**config.mk**
```make
export PLATFORM = sky130hd
export DESIGN_NAME = mux_scan_sel
export DESIGN_NICKNAME = d
export VERILOG_FILES = /design/src/rtl/mux_scan_sel.sv
export SDC_FILE = /design/constraint.sdc
export NUM_CORES = 1
export LEC_CHECK = 0
export CORE_MARGIN = 2
export CORE_UTILIZATION = 40
export CTS_CLUSTER_SIZE = 8
export DETAILED_ROUTE_END_ITERATION = 16
export GPL_TIMING_DRIVEN = 0
export PLACE_DENSITY_LB_ADDON = 0.12
export SYNTH_ARGS = -nofsm -noshare
export SYNTH_HDL_FRONTEND = slang
export SYNTH_SLANG_ARGS = --single-unit
```
**constraint.sdc**
```tcl
create_clock -name clk -period 3.25 [get_ports clk]
set_input_delay 0.325 -clock clk [delete_from_list [all_inputs] [get_ports clk]]
set_output_delay 0.325 -clock clk [all_outputs]
set_load 0.1 [all_outputs]
```
**src/rtl/mux_scan_sel.sv**
```systemverilog
// mux_scan_sel: registered N-channel data selector with manual and auto-scan modes.
//
// In manual mode the channel named by sel is registered onto m. In scan mode an
// internal pointer steps through every channel and spends DWELL enabled cycles
// on each one. All outputs are registered, so there is no combinational path
// from any input to any output.
//
// Ports:
//   clk      rising-edge clock
//   rst_n    asynchronous active-low reset
//   x        packed inputs; channel k at bits [k*WIDTH +: WIDTH]
//   sel      manual channel select (ignored in scan mode)
//   mode     0 = manual, 1 = scan
//   en       sample enable; 0 freezes data, channel and scan state
//   m        registered selected data
//   ch       channel index that m came from
//   m_valid  m/ch carry a valid sample this cycle
//   wrap     one-cycle pulse on the final sample of a full scan
module mux_scan_sel #(
    parameter int unsigned WIDTH    = 8,
    parameter int unsigned CHANNELS = 4,
    parameter int unsigned DWELL    = 4,
    localparam int unsigned SELW    = $clog2(CHANNELS)
) (
    input  logic                      clk,
    input  logic                      rst_n,
    input  logic [CHANNELS*WIDTH-1:0] x,
    input  logic [SELW-1:0]           sel,
    input  logic                      mode,
    input  logic                      en,
    output logic [WIDTH-1:0]          m,
    output logic [SELW-1:0]           ch,
    output logic                      m_valid,
    output logic                      wrap
);

    // The dwell counter needs at least one bit even when DWELL is 1.
    localparam int unsigned DCNTW = (DWELL > 1) ? $clog2(DWELL) : 1;
    localparam logic [SELW-1:0]  LAST_CH = SELW'(CHANNELS - 1);
    localparam logic [DCNTW-1:0] LAST_DW = DCNTW'(DWELL - 1);

    logic [WIDTH-1:0] m_q, m_d;
    logic [SELW-1:0]  ch_q, ch_d;
    logic             valid_q, valid_d;
    logic             wrap_q, wrap_d;
    logic [SELW-1:0]  ptr_q, ptr_d;
    logic [DCNTW-1:0] dcnt_q, dcnt_d;

    logic [SELW-1:0]  src_idx;
    logic [WIDTH-1:0] src_data;
    logic             src_hit;

    assign src_idx = mode ? ptr_q : sel;

    // Decode by comparison rather than a variable part-select so that an
    // out-of-range index (non power-of-two CHANNELS) yields zero and no hit.
    always_comb begin
        src_data = '0;
        src_hit  = 1'b0;
        for (int k = 0; k < int'(CHANNELS); k++) begin
            if (src_idx == SELW'(k)) begin
                src_data = x[k*WIDTH +: WIDTH];
                src_hit  = 1'b1;
            end
        end
    end

    always_comb begin
        m_d     = m_q;
        ch_d    = ch_q;
        ptr_d   = ptr_q;
        dcnt_d  = dcnt_q;
        valid_d = 1'b0;
        wrap_d  = 1'b0;

        if (en) begin
            if (!mode) begin
                // Manual: scan state is discarded so the next scan starts fresh.
                m_d     = src_data;
                ch_d    = sel;
                valid_d = src_hit;
                ptr_d   = '0;
                dcnt_d  = '0;
            end else begin
                m_d     = src_data;
                ch_d    = ptr_q;
                valid_d = 1'b1;
                if (dcnt_q == LAST_DW) begin
                    dcnt_d = '0;
                    if (ptr_q == LAST_CH) begin
                        ptr_d  = '0;
                        wrap_d = 1'b1;
                    end else begin
                        ptr_d = ptr_q + SELW'(1);
                    end
                end else begin
                    dcnt_d = dcnt_q + DCNTW'(1);
                end
            end
        end
    end

    always_ff @(posedge clk or negedge rst_n) begin
        if (!rst_n) begin
            m_q     <= '0;
            ch_q    <= '0;
            valid_q <= 1'b0;
            wrap_q  <= 1'b0;
            ptr_q   <= '0;
            dcnt_q  <= '0;
        end else begin
            m_q     <= m_d;
            ch_q    <= ch_d;
            valid_q <= valid_d;
            wrap_q  <= wrap_d;
            ptr_q   <= ptr_d;
            dcnt_q  <= dcnt_d;
        end
    end

    assign m       = m_q;
    assign ch      = ch_q;
    assign m_valid = valid_q;
    assign wrap    = wrap_q;

endmodule

```
==> qor.yml, run 1 <==
cells_and_area:
  syn_to_final_growth_pct: 56.8
  final_layout_size_suffix_gt1_share_pct: 10.6
  final_cells: 169
  postLayoutCoreUtil_pct: 67.0
  antennaDiodeCount: 0
  nets: 182
synthesis:
  synth-seq-cells: 16
  ys.flop_type: "dfrtp_1"
  syn_area_um2: 955
  synth_top_area_share_pct: 41.9
  async_flop_share_pct: 100
  synth_most_common_cell: "dfrtp_1"
  synthTopCellsByCount: "16 x dfrtp_1, 12 x inv_1, 9 x a41oi_1"
  synth_top_cell_by_area: "dfrtp_1"
  synth_nets: 130
  yosys_warnings: 0
  syn_area_per_cell_um2: 10.6
  yosys.cell_types.count: 28
  netlist_instances: 90
  synth_area_leaders: "dfrtp_1 42%, mux2i_1 8.4%, a41oi_1 8.3%"
  synth-edff-count: 0
  synth-seq-area-share_pct: 41.9
worst_setup_path:
  crit_arrival_ps: 1790
  path_max_fanout: 2
  reg2reg_slack_ps: 1600
  cp_num_cells: 1
  cp_data_required_time_ps: 2920
  rr_startpoint: "ptr_q[1]"
  crit_type: "register to primary output"
  crit_chain: "clkdlybuf4s50_1"
  reg2regPathDepth: 3
  cp_top_family: "buffers and inverters"
  cp_slowest_cell: "clkdlybuf4s50_1"
  worstSetupStartpointType: "register"
  end_kind: "primary output"
  cp_num_buf_inv: 1
  slowest_delay_ps: 1140
  r2r_end: "m[2]"
timing:
  slew_violations: 0
  skew_ps: 1.93
  setup_viol: 0
  setup_ws_ps: 1130
  finalCritPeriodShare_pct: 65.2
  slew_headroom_pct: 34.0
  tightest_slew_ps: 986
  fin_setup_tns_ps: 0
  rsz0062_at_grt: "false"
  max_freq_mhz: 472
  fin_crit_ps: 2120
  hold_viol_final: 0
placement:
  port_buffers: 47
  dpl.cell_count: 165
  dpl.hpwl_mm: 1.98
  pre_cts_slack_ps: 1310
  place.gp.congestion: 0.788
cts:
  cts_made_buffers: 3
  cts_sinks: 16
  clock_latency_ps: 290
  path_clk_slew_ps: 100
  cts_buffer_depth: 2
  hold_buffers: 0
  cts_tree: "yes"
  cts_setup_buffers: 0
  cts_root_buf: "clkbuf_4"
  h-tree-depth: 1
  postCtsResizedCells: 0
floorplan:
  fp.dieH_um: 52.9
  boundaryPins: 50
  initial_utilization_pct: 42.7
  die_width_um: 52.9
  die_area_um2: 2790
  rows: 17
  core-area_um2: 2230
routing:
  wirelength_mm: 2.61
  routed_via_density: 5.41
  wl_per_cell_um: 15.4
  post-route-drc-count: 0
  first_iter_violations: 7
  ant_nets: 0
  dr_total_vias: 915
  first_pass_iters: 4
grt:
  antenna_found_initial: 0
  grt_pass1_vias: 916
  grt-ovfl-total: 0
  grt_start_max_net_pins: 17
  grt_pass1_wl_mm: 4.14
  gr-usage-all-layers_pct: 20.7
job:
  cap_viol_max_count: 0
pwr:
  finalPower_uw: 893
  irDropWorstVdd_mv: 0.444
  power_leakage_uw: 0.000663
  power_density_nw_per_um2: 597
worst_hold_path:
  hp-start: "mode"
  min_path_cells: 3
  holdPathEnd: "wrap"
  hold_path.class: "primary input to register"
outcome:
  status: "finished clean"
## how the worst max path moves through the flow
stage / start / end / slack [ps]
final: m[7] / m[7] / 1130
after global placement: sel[1] / m[6] / 1320
after detailed placement: sel[1] / m[3] / 1310
after floorplan: mode / m[1] / 1820
after CTS: ch[0] / ch[0] / 1110
after global routing: ch[0] / ch[0] / 1090
## metal layers
metal	up-vias	share of wire, %	routed length (µm)	GRT usage [%]
li1	436	-	-	-
met1	443	41	1070	23.9
met2	32	53	1380	37.9
met3	4	4.8	124	4.52
met4	0	1.3	35	5.98
met5	-	0	0	0
## cell usage in the layout, fill, tap and decap left out
master	netlist	routed
and3b_2	1	1
o21a_1	1	1
dfrtp_1	16	16
or2b_1	1	1
a22o_2	1	1
o21ai_0	2	2
clkdlybuf4s50_1	0	47
buf_6	3	3
a21o_1	1	1
clkbuf_4	0	3
o221ai_1	7	7
ha_1	2	2
inv_1	12	12
nor3_1	1	1
or2_0	1	1
nor2_1	2	2
clkbuf_1	1	1
a41oi_1	9	9
o21ai_1	1	1
nand3_1	3	3
a21oi_1	1	1
nor2b_1	8	8
buf_2	2	2
mux2i_1	8	8
o221ai_2	1	1
mux2i_4	1	1
mux2_4	1	1
a31oi_1	1	1
buf_1	1	1
and3_2	1	1
clkbuf_8	0	1
## flip-flops by register name, indices dropped and copies added (netlist names)
name     cells
ptr_q        2
dcnt_q       2
wrap         1
m_valid      1
ch           2
m            8
## cell type report
| type | instances | area [µm²] |
|---|---|---|
| Multi-Input combinational cell | 55 | 458 |
| Sequential cell | 16 | 400 |
| Timing Repair Buffer | 47 | 470 |
| Tap cell | 28 | 35.0 |
| Inverter | 12 | 45.0 |
| Buffer | 7 | 51.3 |
| Clock buffer | 4 | 36.3 |
| Fill cell | 198 | 737 |
## cells by family (layout without fill, tap and decap cells)
family | count (synthesis) | count (layout) | synth area share, %
flip-flops | 16 | 16 | 41.9
AND/OR/NAND/NOR | 18 | 18 | 11.4
AO/OA/AOI/OAI | 25 | 25 | 21.6
adder cells (fa/ha/maj) | 2 | 2 | 2.62
buffers and inverters | 19 | 70 | 10.1
multiplexers | 10 | 10 | 12.3
## metrics by stage
stage / hold WS (ps) / cell area, µm²
after CTS: 291 / 1500
after global placement: 465 / 1460
after floorplan: 29.4 / 955
after global routing: 298 / 1500
final: 298 / 1500
after detailed placement: 489 / 1460
## report_power, final
group | switching [µW] | internal, µW
Clock | 64.7 | 68.2
Combinational | 326 | 165
Sequential | 28.8 | 240
Note: power is estimated with default switching activity, not from simulation.
==> run 2, diff against run 1 <==
CORE_UTILIZATION = 35   (was 40)
clock period = 1.78 ns   (was 3.25 ns; I/O delays follow)
==> run 2 against run 1 <==
Effect of this change: non-clock buffer count unchanged; clock skew up 1.1 ps; global-route usage down 2.6 points; routed wire length up 1.3%; flip-flop and latch count unchanged; sequential share of layout area grew 0.48 points; count of clock-buffer cells in the layout down 1; via count decreased by 1.3%; critical path type unchanged; highest routed layer unchanged.
==> qor.yml, run 2 (synthesis results as in run 1) <==
worst_setup_path:
  reg2regPathDepth: 3  # unchanged
  reg2reg_slack_ps: 170  # -1430 ps
  crit_type: "register to primary output"
  cp_data_required_time_ps: 1600  # -1320 ps
  cp_num_buf_inv: 1  # unchanged
  end_kind: "primary output"
  cp_top_family: "buffers and inverters"
  worstSetupStartpointType: "register"
  cp_num_cells: 1  # unchanged
  crit_arrival_ps: 1500  # -290 ps
  cp_slowest_cell: "dlygate4sd2_1"
  slowest_delay_ps: 860  # -280 ps
  crit_chain: "dlygate4sd2_1"
  path_max_fanout: 2  # unchanged
timing:
  setup_viol: 0  # unchanged
  fin_crit_ps: 1680
  max_freq_mhz: 596
  slew_headroom_pct: 35.2  # +1.2 points
  fin_setup_tns_ps: 0  # unchanged
  holdWs_ps: 144  # -154 ps
  slew_violations: 0  # unchanged
  finalCritPeriodShare_pct: 94.3
  skew_ps: 3.03  # +1.10 ps
  hold_viol_final: 0  # unchanged
  tightest_slew_ps: 976  # -10.5 ps
  rsz0062_at_grt: "false"
grt:
  gr-usage-all-layers_pct: 18.1  # -2.6 points
  antenna_found_initial: 0  # unchanged
  grt_pass1_wl_mm: 4.49  # +8.5%
  grt_pass1_vias: 941  # +2.7%
  grt_start_max_net_pins: 17  # unchanged
  grt-ovfl-total: 0  # unchanged
worst_hold_path:
  min_path_cells: 3  # unchanged
  hold_path.class: "primary input to register"
pwr:
  irDropWorstVdd_mv: 0.647  # +46%
  finalPower_uw: 1530  # +72%
  power_leakage_uw: 0.000682  # +2.8%
  power_density_nw_per_um2: 1040  # +75%
cts:
  cts_root_buf: "clkbuf_4"
  cts_buffer_depth: 2  # unchanged
  cts_made_buffers: 3  # unchanged
  path_clk_slew_ps: 90  # about the same
  cts_sinks: 16  # unchanged
  cts_tree: "yes"
  clock_latency_ps: 280  # about the same
  h-tree-depth: 1  # unchanged
  cts_setup_buffers: 0  # unchanged
cells_and_area:
  fillers: 237  # +20%
  regArea_um2: 400  # unchanged
  syn_to_final_growth_pct: 54.0
  final_cell_mix: "35 x clkdlybuf4s50_1, 16 x dfrtp_1, 12 x inv_1, 12 x dlygate4sd2_1, 9 x a41oi_1"
  multi_input_area_um2: 458  # unchanged
  final_layout_size_suffix_gt1_share_pct: 10.0  # -0.64 points
  postLayoutCoreUtil_pct: 58.3  # -8.7 points
  largest_reg_flops: 8  # unchanged
  nets: 182  # unchanged
  layout_commonest_cell: "clkdlybuf4s50_1"
  antennaDiodeCount: 0  # unchanged
floorplan:
  fp.dieH_um: 56.2  # +6.4%
  core-area_um2: 2520  # +13%
  die_width_um: 56.2  # +6.4%
  boundaryPins: 50  # unchanged
  rows: 18  # +1
  initial_utilization_pct: 37.8  # -4.9 points
  die_area_um2: 3160  # +13%
routing:
  ant_nets: 0  # unchanged
  wirelength_mm: 2.64  # +1.3%
  post-route-drc-count: 0  # unchanged
  topRoutingLayerUsed: "met4"
  dr_wl_met2_mm: 1.33  # -3.3%
  first_iter_violations: 32  # +25
  drt-met1-wl_mm: 1.14  # +6.1%
  first_pass_iters: 4  # unchanged
  dr_total_vias: 903  # -1.3%
  routed_via_density: 5.31  # -1.9%
  wl_per_cell_um: 15.5  # +0.71%
  wl_met3_um: 159  # +28%
job:
  cap_viol_max_count: 0  # unchanged
placement:
  place.gp.congestion: 0.757  # -3.9%
  port_buffers: 47  # unchanged
  dpl.hpwl_mm: 1.97  # -0.82%
outcome:
  status: "finished clean"
-- run 2: changes by cell type in the layout (fill, tap and decap cells not counted) --
cell,change
clkdlybuf4s50_1,-12
clkbuf_8,-1
dlygate4sd2_1,+12
-- run 2: path summary, 6_finish.rpt --
| check | start | endpoint |
|---|---|---|
| worst max register to register | ptr_q[1] | m[0] |
| worst min-delay path | mode | wrap |
| min in group asynchronous | rst_n | ch[1] |
| max in group asynchronous | rst_n | m[4] |
| worst max-delay path | m[1] | m[1] |
| worst min register to register | ch[0] | ch[0] |
-- run 2: where the power goes --
part | switching (µW) | internal, µW
Combinational | 596 | 262
Sequential | 51.0 | 439
Clock | 108 | 78.3
-- run 2: layout make-up --
cell class                      count  area share, %
Clock buffer                        3           1.53
Buffer                              7           3.49
Multi-Input combinational cell     55           31.1
Timing Repair Buffer               47           31.0
Sequential cell                    16           27.2
Inverter                           12           3.06
Tap cell                           30           2.55
-- run 2: what timing repair did --
| item | 4_1_cts | 5_1_grt |
|---|---|---|
| endpoints found under the setup margin | 12 | 0 |
| hold buffers | 0 | 0 |
| gates resized for setup | 12 | 0 |
-- run 2: stage by stage --
stage / instances / worst slack (ps) / instance area (µm²)
finish: 170 / 101 / 1470
global placement: 167 / 7.37 / 1460
floorplan: 90 / 369 / 955
CTS: 170 / 83.9 / 1470
detailed placement: 167 / -29.5 / 1460
global route: 170 / 39.6 / 1470
-- run 2: per-layer routing --
layer	up-vias	track usage, %
li1	434	-
met1	436	22.2
met2	31	30.6
met3	2	4.65
met4	0	6.46
met5	-	0
